**src/rtl/matmul_operand_loader.sv**
```systemverilog
`default_nettype none
// matmul_operand_loader: drives operand pairs into a 2x2 matmul tile for a fixed
// latency window, then captures, self-checks and presents the packed result.
module matmul_operand_loader #(
   parameter int LATENCY = 2,
   parameter int GAP     = 1
) (
   input  logic        clk,
   input  logic        rst,
   input  logic        in_valid,
   output logic        in_ready,
   input  logic [7:0]  in_a,
   input  logic [7:0]  in_b,
   output logic        mm_ena,
   output logic [7:0]  mm_ui_in,
   output logic [7:0]  mm_uio_in,
   input  logic [7:0]  mm_uo_out,
   input  logic [7:0]  mm_uio_out,
   output logic        res_valid,
   input  logic        res_ready,
   output logic [15:0] res_c,
   output logic        res_err,
   output logic [7:0]  frame_cnt
);

   typedef enum logic [1:0] {
      S_IDLE = 2'd0,
      S_RUN  = 2'd1,
      S_HOLD = 2'd2,
      S_GAP  = 2'd3
   } state_t;

   localparam logic [3:0] C_LAT    = 4'(LATENCY);
   localparam logic [3:0] C_GAP_M1 = (GAP > 0) ? 4'(GAP - 1) : 4'd0;

   state_t      r_state;
   state_t      w_state_nxt;
   logic [3:0]  r_timer;
   logic        r_in_ready;
   logic        r_mm_ena;
   logic [7:0]  r_ui_in;
   logic [7:0]  r_uio_in;
   logic        r_res_valid;
   logic [15:0] r_res_c;
   logic        r_res_err;
   logic [7:0]  r_frame_cnt;
   logic        w_run_last;
   logic        w_res_hs;
   logic [15:0] w_c_exp;

   function automatic logic [3:0] f_sx(input logic [1:0] v);
      return {{2{v[1]}}, v};
   endfunction

   // 4-bit wrapping dot product of a matrix row with a matrix column
   function automatic logic [3:0] f_dot(input logic [1:0] x0, input logic [1:0] x1,
                                        input logic [1:0] y0, input logic [1:0] y1);
      return f_sx(x0) * f_sx(y0) + f_sx(x1) * f_sx(y1);
   endfunction

   assign w_c_exp = {f_dot(r_ui_in[5:4], r_ui_in[7:6], r_uio_in[3:2], r_uio_in[7:6]),
                     f_dot(r_ui_in[5:4], r_ui_in[7:6], r_uio_in[1:0], r_uio_in[5:4]),
                     f_dot(r_ui_in[1:0], r_ui_in[3:2], r_uio_in[3:2], r_uio_in[7:6]),
                     f_dot(r_ui_in[1:0], r_ui_in[3:2], r_uio_in[1:0], r_uio_in[5:4])};

   assign w_run_last = (r_state == S_RUN) && (r_timer == 4'd0);
   assign w_res_hs   = (r_state == S_HOLD) && res_ready;

   always_ff @(posedge clk) begin
      if (rst) r_state <= S_IDLE;
      else     r_state <= w_state_nxt;
   end

   always_comb begin
      w_state_nxt = r_state;
      case (r_state)
         S_IDLE: if (in_valid)   w_state_nxt = S_RUN;
         S_RUN:  if (w_run_last) w_state_nxt = S_HOLD;
         S_HOLD: if (res_ready)  w_state_nxt = (GAP == 0) ? S_IDLE : S_GAP;
         S_GAP:  if (r_timer == 4'd0) w_state_nxt = S_IDLE;
         default: w_state_nxt = S_IDLE;
      endcase
   end

   always_ff @(posedge clk) begin
      if (rst) begin
         r_timer     <= 4'd0;
         r_in_ready  <= 1'b1;
         r_mm_ena    <= 1'b0;
         r_ui_in     <= 8'd0;
         r_uio_in    <= 8'd0;
         r_res_valid <= 1'b0;
         r_res_c     <= 16'd0;
         r_res_err   <= 1'b0;
         r_frame_cnt <= 8'd0;
      end else begin
         r_in_ready  <= (w_state_nxt == S_IDLE);
         r_mm_ena    <= (w_state_nxt == S_RUN);
         r_res_valid <= (w_state_nxt == S_HOLD);
         // operands are latched on entry to RUN and zeroed whenever the tile is idle
         if (w_state_nxt == S_RUN) begin
            if (r_state == S_IDLE) begin
               r_ui_in  <= in_a;
               r_uio_in <= in_b;
            end
         end else begin
            r_ui_in  <= 8'd0;
            r_uio_in <= 8'd0;
         end
         case (r_state)
            S_IDLE:       r_timer <= C_LAT;
            S_HOLD:       r_timer <= C_GAP_M1;
            S_RUN, S_GAP: if (r_timer != 4'd0) r_timer <= r_timer - 4'd1;
            default:      r_timer <= 4'd0;
         endcase
         if (w_run_last) begin
            r_res_c   <= {mm_uio_out, mm_uo_out};
            r_res_err <= ({mm_uio_out, mm_uo_out} != w_c_exp);
         end
         if (w_res_hs) r_frame_cnt <= r_frame_cnt + 8'd1;
      end
   end

   assign in_ready  = r_in_ready;
   assign mm_ena    = r_mm_ena;
   assign mm_ui_in  = r_ui_in;
   assign mm_uio_in = r_uio_in;
   assign res_valid = r_res_valid;
   assign res_c     = r_res_c;
   assign res_err   = r_res_err;
   assign frame_cnt = r_frame_cnt;

endmodule
`default_nettype wire

```
**config.mk**
```make
export PLATFORM = sky130hd
export DESIGN_NAME = matmul_operand_loader
export DESIGN_NICKNAME = d
export VERILOG_FILES = /design/src/rtl/matmul_operand_loader.sv
export SDC_FILE = /design/constraint.sdc
export NUM_CORES = 1
export LEC_CHECK = 0
export CORE_ASPECT_RATIO = 1.2
export CORE_UTILIZATION = 50
export CTS_CLUSTER_DIAMETER = 150
export DETAILED_ROUTE_END_ITERATION = 8
export GPL_ROUTABILITY_DRIVEN = 0
export HOLD_SLACK_MARGIN = 0.08
export PLACE_DENSITY = 0.9
export SETUP_SLACK_MARGIN = 0.05
export SLEW_MARGIN = 20
export SYNTH_ARGS = -nofsm -noshare
export SYNTH_HDL_FRONTEND = slang
export SYNTH_SLANG_ARGS = --single-unit
export TNS_END_PERCENT = 20
```
**constraint.sdc**
```tcl
create_clock -name clk -period 4.11 [get_ports clk]
set_input_delay 1.233 -clock clk [delete_from_list [all_inputs] [get_ports clk]]
set_output_delay 1.233 -clock clk [all_outputs]
set_load 0.05 [all_outputs]
```
; ---- Word-level counts from Yosys, hierarchy flattened
; Index checks and enable logic that the tools add are counted.
[classes]
reduce_logical = 8
mux = 7
bitwise_logic = 1
eq_ne = 7
add_sub_neg = 6
mul = 8
[op_table]
columns = op, n
row1 = 2-bit by 2-bit multiplier with 4-bit output, 8
row2 = 4-bit adder, 4
row3 = 16-bit inequality test, 1
row4 = 4-bit one-hot mux with 3 select lines, 1
row5 = 8-bit by 1-bit adder with 8-bit output (second input constant), 1
row6 = 2-bit two-way mux, 4
row7 = 2-bit one-hot mux with 4 select lines, 1
row8 = 2-bit equality test (second input constant), 3
row9 = 2-bit by 1-bit equality test with 1-bit output (second input constant), 2
row10 = 2-bit zero test, 2
row11 = 4-bit zero test, 1
row12 = 4-bit two-way mux, 1
row13 = 4-bit nonzero test, 1
row14 = 2-bit OR reduction, 2
row15 = 4-bit by 1-bit subtractor with 4-bit output (second input constant), 1
row16 = 1-bit logical AND, 2
row17 = 2-bit inequality test (second input constant), 1
row18 = 1-bit NOT, 1
[totals]
regBits = 50
out_inout_bits = 44
elab_cells = 47
input_bits = 36

; ---- Depth between registers and ports, before layout
; Gate-level depths: netlist (run 1).
[logic_depth]
word_depth = 7
ltp_mapped = 15
depth_no_buf = 15

; ---- Worst setup path before layout (run 1)
; OpenSTA, ideal clock, no wires.
[synth_path]
path_kind = register to register
start = reg r_uio_in[6] (netlist: mm_uio_in[6])
end = reg r_res_err (netlist: res_err)
required_time_ns = 3.976
period_less_slack_ns = 3.609
path_slack_ns = 0.501
t_arrival_ns = 3.475
path_stages_with_launch = 15
path_cell_list = dfxtp_1 > nand2_1 > fa_1 > inv_1 > ha_1 > inv_1 > fa_1 > inv_1 > ha_1 > inv_1 > fa_1 > xor2_1 > nand4_1 > nor4_1 > a211oi_1
[synth_via]
elab_chain_len = 3
word_cells_on_any_way = 5
classes_between = 2 x add/sub / 2 x mul / 1 x eq/ne
[synth_rtl]
columns = item, line_no
row1 = start: declaration, 42  ; logic [7:0] r_uio_in;
row2 = start signal: assignment, 104  ; r_uio_in <= in_b;
row3 = 2-bit by 2-bit multiplier with 4-bit output, 58  ; return f_sx(x0) * f_sx(y0) + f_sx(x1) * f_sx(y1);
row4 = 4-bit adder, 58
row5 = 16-bit inequality test *, 118  ; r_res_err <= ({mm_uio_out, mm_uo_out} != w_c_exp);
row6 = end signal: assignment, 118
row7 = end: declaration, 45  ; logic r_res_err;
; Every way passes the cells marked *; elsewhere a longest branch is shown, timed or not.
; A chain may end at the register's enable or synchronous reset.

; ---- Worst setup path after layout (run 1)
[layout_path]
start = reg r_uio_in[3] (netlist: mm_uio_in[3])
end = reg r_res_err (netlist: res_err)
; The elaborated chain is that of the path after synthesis.

==> results of run 1 <==
sequential cells by signal, summed over array words and instances, names as in the netlist:
register,flops
frame_cnt,8
in_ready,1
mm_ena,1
mm_ui_in,8
mm_uio_in,8
r_state,2
r_timer,4
res_c,16
res_err,1
res_valid,1
power breakdown:
group	leakage [nW]	internal [mW]	switching, mW
Sequential	0.408	0.527	0.0459
Combinational	1.19	0.227	0.351
Clock	0.0467	0.126	0.186
placed cells by master (no fill, tap or decap), drive strengths merged, types with 11 or more instances in the layout:
cell,n
ha,22
nand2b,11
fa,20
nor2,16
nand2,84
xor2,11
a21oi,37
xnor2,33
dfxtp,50
clkdlybuf4s50,79
inv,39
layer usage:
layer	wire, um	vias to the layer above	global-route usage	share of wire
met5	0	-	0	0
met4	211	0	0.0909	0.029
met3	237	18	0.0327	0.033
met2	3580	67	0.412	0.50
met1	3130	1253	0.286	0.44
li1	-	1300	-	-
synth_stat cells (2+ instances only):
cell	n
nor2_1	15
a21oi_1	28
buf_6	2
o21ai_0	5
nor4_1	2
a21oi_2	9
nand3_1	2
clkbuf_1	5
dfxtp_1	50
xnor2_1	33
fa_1	20
xor2_1	11
inv_1	37
nand2_1	84
a211oi_1	2
nor3_1	2
nand2b_1	11
buf_1	3
ha_1	22
nor2b_1	5
nand4_1	5
buf_2	4
worst max-delay path, stage by stage (launching register included):
cell and delay [ps]:
dfxtp_1 530, nand2b_1 120, fa_1 500, inv_1 40
ha_1 260, inv_1 50, fa_1 450, inv_1 80
ha_1 140, inv_1 50, fa_1 430, xnor2_1 150
xnor2_1 200, xnor2_1 180, nor4_1 70, a211oi_1 250
stage by stage:
stage                util  std cells  cell area, sq um  hold WS [ps]
floorplan               -        369              3170           477
global placement    0.656        517              4000           440
detailed placement  0.656        517              4000           448
CTS                 0.672        525              4090           461
global route        0.673        525              4100           479
finish              0.673        525              4100           458
how the worst max path moves through the flow:
stage                  from       to  slack [ps]
2_1_floorplan  mm_uio_in[6]  res_err         500
3_3_place_gp   mm_uio_in[3]  res_err         660
3_5_place_dp   mm_uio_in[3]  res_err         550
4_1_cts        mm_uio_in[3]  res_err         520
5_1_grt        mm_uio_in[3]  res_err         320
6_report       mm_uio_in[3]  res_err         530
layout make-up:
type / count / area, sq um
clock buffers: 5 / 68.8
clock inverters: 3 / 27.5
fillers: 495 / 1990
inverters: 37 / 139
multi-input cells: 268 / 1960
flip-flops and latches: 50 / 1000
well taps: 82 / 103
repair buffers: 80 / 798
kinds of logic (layout without fill, tap and decap cells):
kind of cell / count (synthesis) / after routing / share of synthesized area
AO/OA/AOI/OAI: 44 / 44 / 0.0817
XOR/XNOR: 44 / 44 / 0.122
adder cells (fa/ha/maj): 42 / 42 / 0.213
buffers and inverters: 51 / 125 / 0.0667
flip-flops: 50 / 50 / 0.316
multiplexers: 1 / 1 / 0.00316
AND/OR/NAND/NOR: 137 / 137 / 0.198
==> results.cfg, run 1 <==
[place]
place_hpwl_mm = 5.74
io_buffers = 79
place_worst_setup_slack_ps = 554

[logic_synthesis]
synth_area_leaders = dfxtp_1, fa_1, nand2_1, xnor2_1, ha_1
synth_top_cell_by_area = dfxtp_1
synthFlopType = dfxtp_1
ys_seq_elements = 50
synth_cell_types = 34
synthCells = 369
ys_seq_area_frac = 0.316
yosys_warnings = 0
netlist.area_leader.share = 0.316
synth_edf_count = 0
async_reset_ff_frac = 0
synth_nets = 447
synth_area_sq_um = 3170
syn_avg_cell_area_sq_um = 8.59

[detailed_routing]
routedWlPerCell_um = 13.6
firstDrtPassIters = 4
vias_per_cell = 5.02
first_iter_violations = 71
drc = 0
wl_mm = 7.16
num_vias = 2638
antenna_left = 0

[clocking]
path_clk_slew_ps = 110
cts_inserted_buffers = 5
clk_path_buf_depth = 2
cts_tree = built
htree_levels = 2
hold_buffers = 0
root_buffer = clkbuf_8
clock-sinks = 50
post-cts-setup-buffers = 0
worstSkewPairLatency_ps = 320
post_cts_resized = 0

[power_and_ir_drop]
p_leak_nw = 1.64
power_density_nw_per_um2 = 357
peakVddDrop_mv = 0.252
total_power_mw = 1.46

[global_routing]
grtUsageTotal = 0.234
grt_pass1_wl_mm = 12.0
overflow = 0
grt_max_degree = 32
antenna_found_initial = 0
grt_pass1_vias = 2649

[layout]
finish.net_count = 520
diodes = 0
area_growth_pct = 29.3
drive_above_1_share = 0.0564

[worst_hold_path]
whs_endpoint = res_c[0]
hold_class = reg2reg
worstHoldStart = res_c[0]
hold_depth = 2

[setup_path]
end_kind = flop
path_class = reg2reg
startpoint_type = flop
rrSetupSlack_ps = 530
reg2regPathDepth = 15
crit_fanout = 8
cp.required_ps = 4340
cp.arrival_ps = 3810
r2r-end = res_err
r2r-start = mm_uio_in[3]

[die]
num_io_pins = 80
dieArea_sq_um = 6660
core_sq_um = 6090
row_count = 31
die_y_um = 89.2
fp.dieW_um = 74.7
start_util = 0.520

[sta]
max_freq_mhz = 279
worst_slew_pin_slew_ps = 693
finalSetupViolCount = 0
finalCritPeriodShare = 0.871
rsz0062_at_grt = false
relSlewSlack = 0.538
tns_ps = 0
fin_skew_ps = 12.0
drv_slew = 0
period_needed_ps = 3580
hold_viol = 0
postLayoutSetupSlackWorst_ps = 530

[status]
outcome = finished, final reports clean

[job]
drv_cap = 0
Power figures use the tool's default switching activity.
==> run 2, diff against run 1 <==
--- a/config.mk
+++ b/config.mk
@@ -6,14 +6,14 @@
 export NUM_CORES = 1
 export LEC_CHECK = 0
 export CORE_ASPECT_RATIO = 1.2
-export CORE_UTILIZATION = 50
+export CORE_UTILIZATION = 46
 export CTS_CLUSTER_DIAMETER = 150
 export DETAILED_ROUTE_END_ITERATION = 8
 export GPL_ROUTABILITY_DRIVEN = 0
 export HOLD_SLACK_MARGIN = 0.08
-export PLACE_DENSITY = 0.9
+export PLACE_DENSITY = 0.85
 export SETUP_SLACK_MARGIN = 0.05
-export SLEW_MARGIN = 20
+export SLEW_MARGIN = 30
 export SYNTH_ARGS = -nofsm -noshare
 export SYNTH_HDL_FRONTEND = slang
 export SYNTH_SLANG_ARGS = --single-unit
==> run 2 against run 1 <==
Combinational power barely moved. Largest power group unchanged. Hold slack got worse by 1.2 ps. First-iteration DRC count increased by 18%. Non-clock buffer count stayed put. Flip-flop and latch count unchanged. Worst setup slack got worse by 160 ps. Critical endpoint unchanged.
==> results.cfg, run 2 (same netlist as run 1, synthesis figures left out) <==
[clocking]
cts_inserted_buffers = 5
path_clk_slew_ps = 90
post-cts-setup-buffers = 0
clk_path_buf_depth = 2
htree_levels = 2
root_buffer = clkbuf_8
post_cts_resized = 0
worstSkewPairLatency_ps = 310
cts_tree = built
clock-sinks = 50
hold_buffers = 0

[setup_path]
cp.required_ps = 4280
cp.arrival_ps = 3910
reg2regPathDepth = 15
path_class = reg2reg
r2r-start = mm_uio_in[6]
rrSetupSlack_ps = 370
r2r-end = res_err
startpoint_type = flop
cp-startpoint = mm_uio_in[6]
end_kind = flop
crit_fanout = 6

[sta]
period_needed_ps = 3740
tns_ps = 0
drv_slew = 0
finalSetupViolCount = 0
max_freq_mhz = 267
finalCritPeriodShare = 0.910
hold_viol = 0
relSlewSlack = 0.521
worst_slew_pin_slew_ps = 718
fin_skew_ps = 9.93
rsz0062_at_grt = false

[global_routing]
grt_max_degree = 32
grt_pass1_vias = 2635
overflow = 0
use_met3 = 0.0256
grt_pass1_wl_mm = 12.1
busiest_layer = met2
grtUsageTotal = 0.209
grt_use_met2 = 0.366
grtUsageMet1 = 0.256
antenna_found_initial = 0

[detailed_routing]
num_vias = 2582
first_iter_violations = 84
firstDrtPassIters = 4
vias_per_cell = 4.89
routedWlPerCell_um = 13.3
drc = 0
wl_mm = 7.01
antenna_left = 0

[layout]
multiInputGateArea_sq_um = 1960
final_common_cell = nand2_1
finish.net_count = 520
instances_no_fill = 528
stdcell_area_sq_um = 4110
area_growth_pct = 29.7
num-fill-cells = 556
drive_above_1_share = 0.0519
diodes = 0
largest_register_ffs = 16
layout_common_cells = nand2_1, clkdlybuf4s50_1, dfxtp_1
register_area_sq_um = 1000

[status]
outcome = finished, final reports clean

[worst_hold_path]
whs_endpoint = res_c[7]
hold_depth = 2
worstHoldStart = res_c[7]
hold_class = reg2reg

[place]
placed_cell_area_sq_um = 4000
io_buffers = 79
place_inst = 520
place_hpwl_mm = 5.51

[die]
core_sq_um = 6530
dieArea_sq_um = 7230
start_util = 0.486
die_y_um = 92.9
fp.dieW_um = 77.8
row_count = 32
num_io_pins = 80

[job]
drv_cap = 0

[power_and_ir_drop]
peakVddDrop_mv = 0.183
power_density_nw_per_um2 = 363
p_leak_nw = 1.65
-- run 2: critical path, stage by stage (launching register included) --
cell,delay (ps)
dfxtp_1,470
nand2_1,130
fa_1,510
inv_1,50
ha_1,280
inv_1,60
fa_1,440
inv_1,70
ha_1,130
inv_1,50
fa_1,430
xnor2_1,150
xnor2_1,210
xnor2_1,120
nor4_1,330
a211oi_1,160
-- run 2: stage by stage --
| step | hold slack [ps] | power, mW | setup WS, ps | util |
|---|---|---|---|---|
| after detailed placement | 447 | 1.16 | 487 | 0.613 |
| after floorplan | 477 | 0.989 | 501 | - |
| final | 457 | 1.49 | 369 | 0.630 |
| after CTS | 458 | 1.50 | 380 | 0.629 |
| after global routing | 474 | 1.58 | 141 | 0.630 |
| after global placement | 442 | 1.14 | 696 | 0.613 |
-- run 2: how the worst max path moves through the flow --
stage               endpoint  cells past startpoint
floorplan            res_err                     14
global placement     res_err                     15
detailed placement   res_err                     15
CTS                  res_err                     15
global route         res_err                     15
finish               res_err                     15
-- run 2: area by class of cell --
cell class	instances	area share
clock inverter	1	0.00731
clock buffer	7	0.0186
sequential	50	0.244
multi-input combinational	268	0.477
inverter	37	0.0338
timing repair buffer	80	0.194
tap	85	0.0259
-- run 2: power by group --
group	switching (mW)	total (mW)	internal, mW
logic	0.348	0.575	0.227
clock network	0.162	0.345	0.182
registers	0.0451	0.572	0.527
-- run 2: metal layers --
metal | routed length [um] | up-vias
met4 | 208 | 0
li1 | - | 1309
met5 | 0 | -
met2 | 3460 | 63
met3 | 261 | 16
met1 | 3080 | 1194
==> run 3, diff against run 2 <==
==> constraint.sdc (replaced) <==
create_clock -name clk -period 4.1 [get_ports clk]
set_input_delay 1.23 -clock clk [delete_from_list [all_inputs] [get_ports clk]]
set_output_delay 1.23 -clock clk [all_outputs]
set_load 0.01 [all_outputs]
==> results of run 3 <==
The final DEF is identical to that of run 2. Status: finished, final reports clean.
Among the figures that moved: setup slack after placement 487 ps -> 477 ps; setup slack after layout 369 ps -> 359 ps; register-to-register setup slack 370 ps -> 360 ps; total power 1.49 mW -> 1.39 mW; worst IR drop on VDD 0.183 mV -> 0.158 mV
